`config.mk`:
```
export PLATFORM = sky130hd
export DESIGN_NAME = mem_access_unit
export DESIGN_NICKNAME = d
export VERILOG_FILES = /design/src/rtl/lsu_pkg.sv /design/src/rtl/lsu_lane_format.sv /design/src/rtl/mem_access_unit.sv
export SDC_FILE = /design/constraint.sdc
export NUM_CORES = 1
export LEC_CHECK = 0
export BUFFER_PORTS_ARGS = -buffer_cell sky130_fd_sc_hd__buf_2
export CAP_MARGIN = 15
export CORE_ASPECT_RATIO = 1.5
export CORE_UTILIZATION = 55
export CTS_CLUSTER_SIZE = 28
export DETAILED_ROUTE_END_ITERATION = 16
export HOLD_SLACK_MARGIN = 0.1
export PLACE_DENSITY = 0.86
export SYNTH_ARGS = -nofsm -noshare
export SYNTH_HDL_FRONTEND = slang
export SYNTH_HIERARCHICAL = 1
export SYNTH_SLANG_ARGS = --single-unit
```
`constraint.sdc`:
```
create_clock -name clk -period 3.8 [get_ports clk]
set_input_delay 0.76 -clock clk [delete_from_list [all_inputs] [get_ports clk]]
set_output_delay 0.76 -clock clk [all_outputs]
set_load 0.01 [all_outputs]
```
`src/rtl/lsu_pkg.sv`:
```
// Shared types for the load/store unit.
// Size encodings, FSM states and default memory depth.
package lsu_pkg;

  localparam int DEF_MEM_WORDS = 100;

  typedef enum logic [1:0] {
    SZ_BYTE = 2'b00,
    SZ_HALF = 2'b01,
    SZ_WORD = 2'b10
  } size_e;

  typedef enum logic [2:0] {
    IDLE  = 3'd0,
    READ  = 3'd1,
    MERGE = 3'd2,
    WRITE = 3'd3,
    RESP  = 3'd4
  } state_e;

  function automatic logic is_sub_word(
    input logic [1:0] sz
  );
    return (sz == SZ_BYTE) || (sz == SZ_HALF);
  endfunction

endpackage

```
`src/rtl/lsu_lane_format.sv`:
```
// Little-endian lane extract/extend for loads
// and read-modify-write lane merge for stores.
module lsu_lane_format
  import lsu_pkg::*;
(
  input  logic [1:0]  size,
  input  logic        sign_ext,
  input  logic [1:0]  lane,
  input  logic [31:0] rdata,
  input  logic [31:0] wdata,
  output logic [31:0] load_data,
  output logic [31:0] store_data
);

  logic [7:0]  b_sel;
  logic [15:0] h_sel;

  // Pick the addressed byte and half from the read word
  always_comb begin
    b_sel = 8'h00;
    unique case (lane)
      2'd0: b_sel = rdata[7:0];
      2'd1: b_sel = rdata[15:8];
      2'd2: b_sel = rdata[23:16];
      2'd3: b_sel = rdata[31:24];
    endcase
    h_sel = lane[1] ? rdata[31:16] : rdata[15:0];
  end

  // Load formatting and store lane merge; size 11 acts as word
  always_comb begin
    load_data  = rdata;
    store_data = wdata;
    unique case (1'b1)
      (size == SZ_BYTE): begin
        load_data  = {{24{sign_ext & b_sel[7]}}, b_sel};
        store_data = rdata;
        store_data[{lane, 3'b000} +: 8] = wdata[7:0];
      end
      (size == SZ_HALF): begin
        load_data  = {{16{sign_ext & h_sel[15]}}, h_sel};
        store_data = rdata;
        store_data[{lane[1], 4'b0000} +: 16] = wdata[15:0];
      end
      default: begin
        load_data  = rdata;
        store_data = wdata;
      end
    endcase
  end

endmodule

```
`src/rtl/mem_access_unit.sv`:
```
// MEM-stage load/store unit with sub-word RMW stores.
// Optional alignment faults via LSU_ALIGN_CHECK_EN.
module mem_access_unit
  import lsu_pkg::*;
#(
  parameter int MEM_WORDS = DEF_MEM_WORDS
) (
  input  logic        clk,
  input  logic        rst,
  input  logic        req_valid,
  output logic        req_ready,
  input  logic        req_we,
  input  logic [1:0]  req_size,
  input  logic        req_signed,
  input  logic [31:0] req_addr,
  input  logic [31:0] req_wdata,
  output logic        resp_valid,
  input  logic        resp_ready,
  output logic [31:0] resp_rdata,
  output logic        resp_fault,
  output logic        mem_wr,
  output logic [31:0] mem_address,
  output logic [31:0] mem_data_in,
  input  logic [31:0] mem_data_out
);

  state_e state;
  state_e state_nxt;

  logic       we_q;
  logic [1:0] size_q;
  logic       sign_q;
  logic [1:0] lane_q;

  logic        accept;
  logic        range_bad;
  logic        align_bad;
  logic        fault_in;
  logic [31:0] load_data;
  logic [31:0] store_data;

  assign req_ready  = (state == IDLE);
  assign resp_valid = (state == RESP);
  assign mem_wr     = (state == WRITE) && !rst;
  assign accept     = req_valid && req_ready;

  assign range_bad =
    {2'b00, req_addr[31:2]} >= 32'(MEM_WORDS);

`ifdef LSU_ALIGN_CHECK_EN
  assign align_bad =
    ((req_size == SZ_HALF) && req_addr[0]) ||
    (!is_sub_word(req_size) && (req_addr[1:0] != 2'b00));
`else
  assign align_bad = 1'b0;
`endif

  assign fault_in = range_bad || align_bad;

  lsu_lane_format u_fmt (
    .size       (size_q),
    .sign_ext   (sign_q),
    .lane       (lane_q),
    .rdata      (mem_data_out),
    .wdata      (mem_data_in),
    .load_data  (load_data),
    .store_data (store_data)
  );

  // State register
  always_ff @(posedge clk) begin
    if (rst) state <= IDLE;
    else     state <= state_nxt;
  end

  // Next-state sequencing per access kind
  always_comb begin
    state_nxt = state;
    unique case (state)
      IDLE: begin
        if (accept) begin
          if (fault_in)
            state_nxt = RESP;
          else if (!req_we || is_sub_word(req_size))
            state_nxt = READ;
          else
            state_nxt = WRITE;
        end
      end
      READ:  state_nxt = MERGE;
      MERGE: state_nxt = we_q ? WRITE : RESP;
      WRITE: state_nxt = RESP;
      RESP:  if (resp_ready) state_nxt = IDLE;
      default: state_nxt = IDLE;
    endcase
  end

  // Request capture, merged store data and response data
  always_ff @(posedge clk) begin
    if (rst) begin
      we_q        <= 1'b0;
      size_q      <= 2'b00;
      sign_q      <= 1'b0;
      lane_q      <= 2'b00;
      mem_address <= 32'h0;
      mem_data_in <= 32'h0;
      resp_rdata  <= 32'h0;
      resp_fault  <= 1'b0;
    end else begin
      if (accept) begin
        we_q        <= req_we;
        size_q      <= req_size;
        sign_q      <= req_signed;
        lane_q      <= req_addr[1:0];
        mem_address <= {2'b00, req_addr[31:2]};
        mem_data_in <= req_wdata;
        resp_rdata  <= 32'h0;
        resp_fault  <= fault_in;
      end
      if (state == MERGE) begin
        if (we_q) mem_data_in <= store_data;
        else      resp_rdata  <= load_data;
      end
    end
  end

endmodule

```
==> impl_metrics.toml <==
[global_route]
antenna_found_initial = 2
overflow = 0
grt.total_usage_pct = 33.60
grt_pass1_wl_um = 29460
grt_max_degree = 82
grt_pass1_vias = 6080

[worst_setup_path]
crit_fanout = 18
cp_cell_sequence = "buf_4 -> ha_1 -> nand2b_4 -> nor4b_2 -> a21oi_1 -> o221ai_1 -> nor2_1 -> a311oi_2"
critPathArrivalTime_ps = 3200
path_class = "reg2reg"
regToRegEndpoint = "mem_data_in[17]"
critPathBufInv = 1
slowest_delay_ps = 690
start_kind = "flip-flop"
path_delay_family = "simple AND/OR/NAND/NOR gates"
regToRegSetupSlack_ps = 870
end_kind = "flip-flop"
reg2reg_depth = 8
cp_data_required_time_ps = 4070
critPathSlowestCell = "nor4b_2"
rr_startpoint = "lane_q[1]"

[place]
dp_cells = 1060
place_ws_ps = 933.8
gp_congestion = 1.002
io_buffers = 201
hpwlAfterDp_um = 13320

[run_status]
outcome = "finished clean"

[routing]
wire_per_inst_um = 17.69
firstDrtPassIters = 8
drtIter0Drc = 695
final_antenna_net_count = 0
routed_wl_um = 19030
drc_errors = 0
vias_per_cell = 6.098
vias = 6561

[run]
drv_cap = 0

[sta]
tightest_slew_ps = 1086
min_period_ps = 2927
fin_setup_tns_ps = 0
fmax_mhz = 341.6
setup_slack_ps = 872.7
maxSlewViolCount = 0
setup_viol = 0
final.setup_skew_ps = 14.15
hold_viol = 0
rsz0062_at_grt = "false"
fin_hold_ws_ps = 452.6
finalCritPeriodShare_pct = 77.03
max-slew-margin-rel_pct = 27.59

[yosys]
synthTopCellsByCount = "nand2_1, dfxtp_1, a21oi_1, nor2_1, clkbuf_1"
ys_ff_latch = 104
synth_most_common_cell = "nand2_1"
synth_cells = 773
yosys_warnings = 6
synth_area_leaders = "dfxtp_1, nand2_1, a311oi_2"
synth_edf_count = 0
async_flop_share_pct = 0
yosysTopAreaCellShare_pct = 34.92
synth_top_area_cell = "dfxtp_1"
ys_types = 50
ys_seq_area_share_pct = 34.92
synth_flop_cell = "dfxtp_1"
syn_area_mm2 = 0.005962
syn_area_per_cell_um2 = 7.713

[die]
start_util_pct = 56.60
io_pins = 204
coreArea_mm2 = 0.01053
fp.dieH_um = 129.5
die_area_mm2 = 0.01127
die_x_um = 87.01
rows = 46

[power_and_ir_drop]
power_density_mw_per_mm2 = 373.8
total_leakage_power_nw = 3.099
ir_worst_vdd_mv = 0.2556

[worst_hold_path]
hp-class = "reg2reg"
hold_depth = 2
min_delay_worst_endpoint = "mem_address[27]"
hp-start = "mem_address[27]"

[clock_network]
cts_max_level = 3
clk_pin_slew_ps = 80
ctsResizeCount = 0
cts_tree = "yes"
holdBufCountCts = 0
cts.sinks = 104
clock_path_buffers = 2
post-cts-setup-buffers = 0
clk_latency_ps = 360
cts_root_buffer = "clkbuf_16"
numCtsBuffers = 9

[final_layout]
fin_cells = 1076
final_core_util_pct = 68.21
nFillCells = 925
synthToLayoutAreaGrowth_pct = 20.50
antenna_cells = 0
fin_nets = 1036
layout-drive-gt1-share_pct = 29.29
[power breakdown]
group / internal [mW] / switching, mW / total [mW]
logic: 0.223 / 0.338 / 0.560
clock network: 0.477 / 0.455 / 0.932
registers: 1.14 / 0.0550 / 1.19
total: 1.84 / 0.848 / 2.69
[final cells by class]
cell class | instances | area (um2) | area share, %
tap | 144 | 180.2 | 2.508
sequential | 104 | 2082 | 28.98
inverter | 7 | 26.28 | 0.3657
timing repair buffer | 212 | 1091 | 15.19
clock buffer | 11 | 242.7 | 3.379
clock inverter | 5 | 47.55 | 0.6618
multi-input combinational | 593 | 3515 | 48.92
[routing by layer]
layer	up-vias	part of all wire (%)	GRT usage, %
li1	3063	-	-
met1	2984	36	38.97
met2	422	48	54.52
met3	90	11	9.618
met4	2	5.1	20.20
met5	-	0.053	0
[sequential cells by signal, summed over array words and instances (netlist names), 2 cells and up]
name and flops:
lane_q 2, mem_address 30, mem_data_in 32, resp_rdata 32
size_q 2, state 3
[how the worst max path moves through the flow]
stage,start,end,slack [ps],depth (start not counted)
final,lane_q[1],mem_data_in[17],870,8
after floorplan,lane_q[1],mem_data_in[24],1350,9
after detailed placement,lane_q[1],mem_data_in[17],930,8
after global placement,lane_q[1],mem_data_in[23],1050,8
after global routing,lane_q[1],mem_data_in[23],730,8
after CTS,lane_q[1],mem_data_in[17],920,8
[cell usage in the layout, fill, tap and decap left out, drive strengths merged, types with 19 or more instances in the layout]
cell	n
a21oi	87
dfxtp	104
a311oi	32
nand2	232
nand3	33
a22oi	23
nor2b	19
nor2	42
buf	212
o221ai	20
[cell families (layout without fill, tap and decap cells)]
logic type	after synthesis	count (layout)	share of synthesized area, %
compound gates	215	215	29.00
fa+ha+maj	5	5	1.049
buf+inv	77	235	6.380
flops	104	104	34.92
mux	17	17	2.854
other cells	1	2	0.06290
simple gates	354	354	25.73
[tightest hold or removal path: stages (launching register included)]
cell and delay (ps):
dfxtp_1 310, nand2_1 50, a21oi_1 50
[stage by stage]
stage	area, um2	total power, mW
2_1_floorplan	5966	1.571
3_3_place_gp	6894	1.758
3_5_place_dp	6894	1.764
4_1_cts	7184	2.678
5_1_grt	7184	2.787
6_report	7184	2.685
Power figures use the tool's default switching activity.
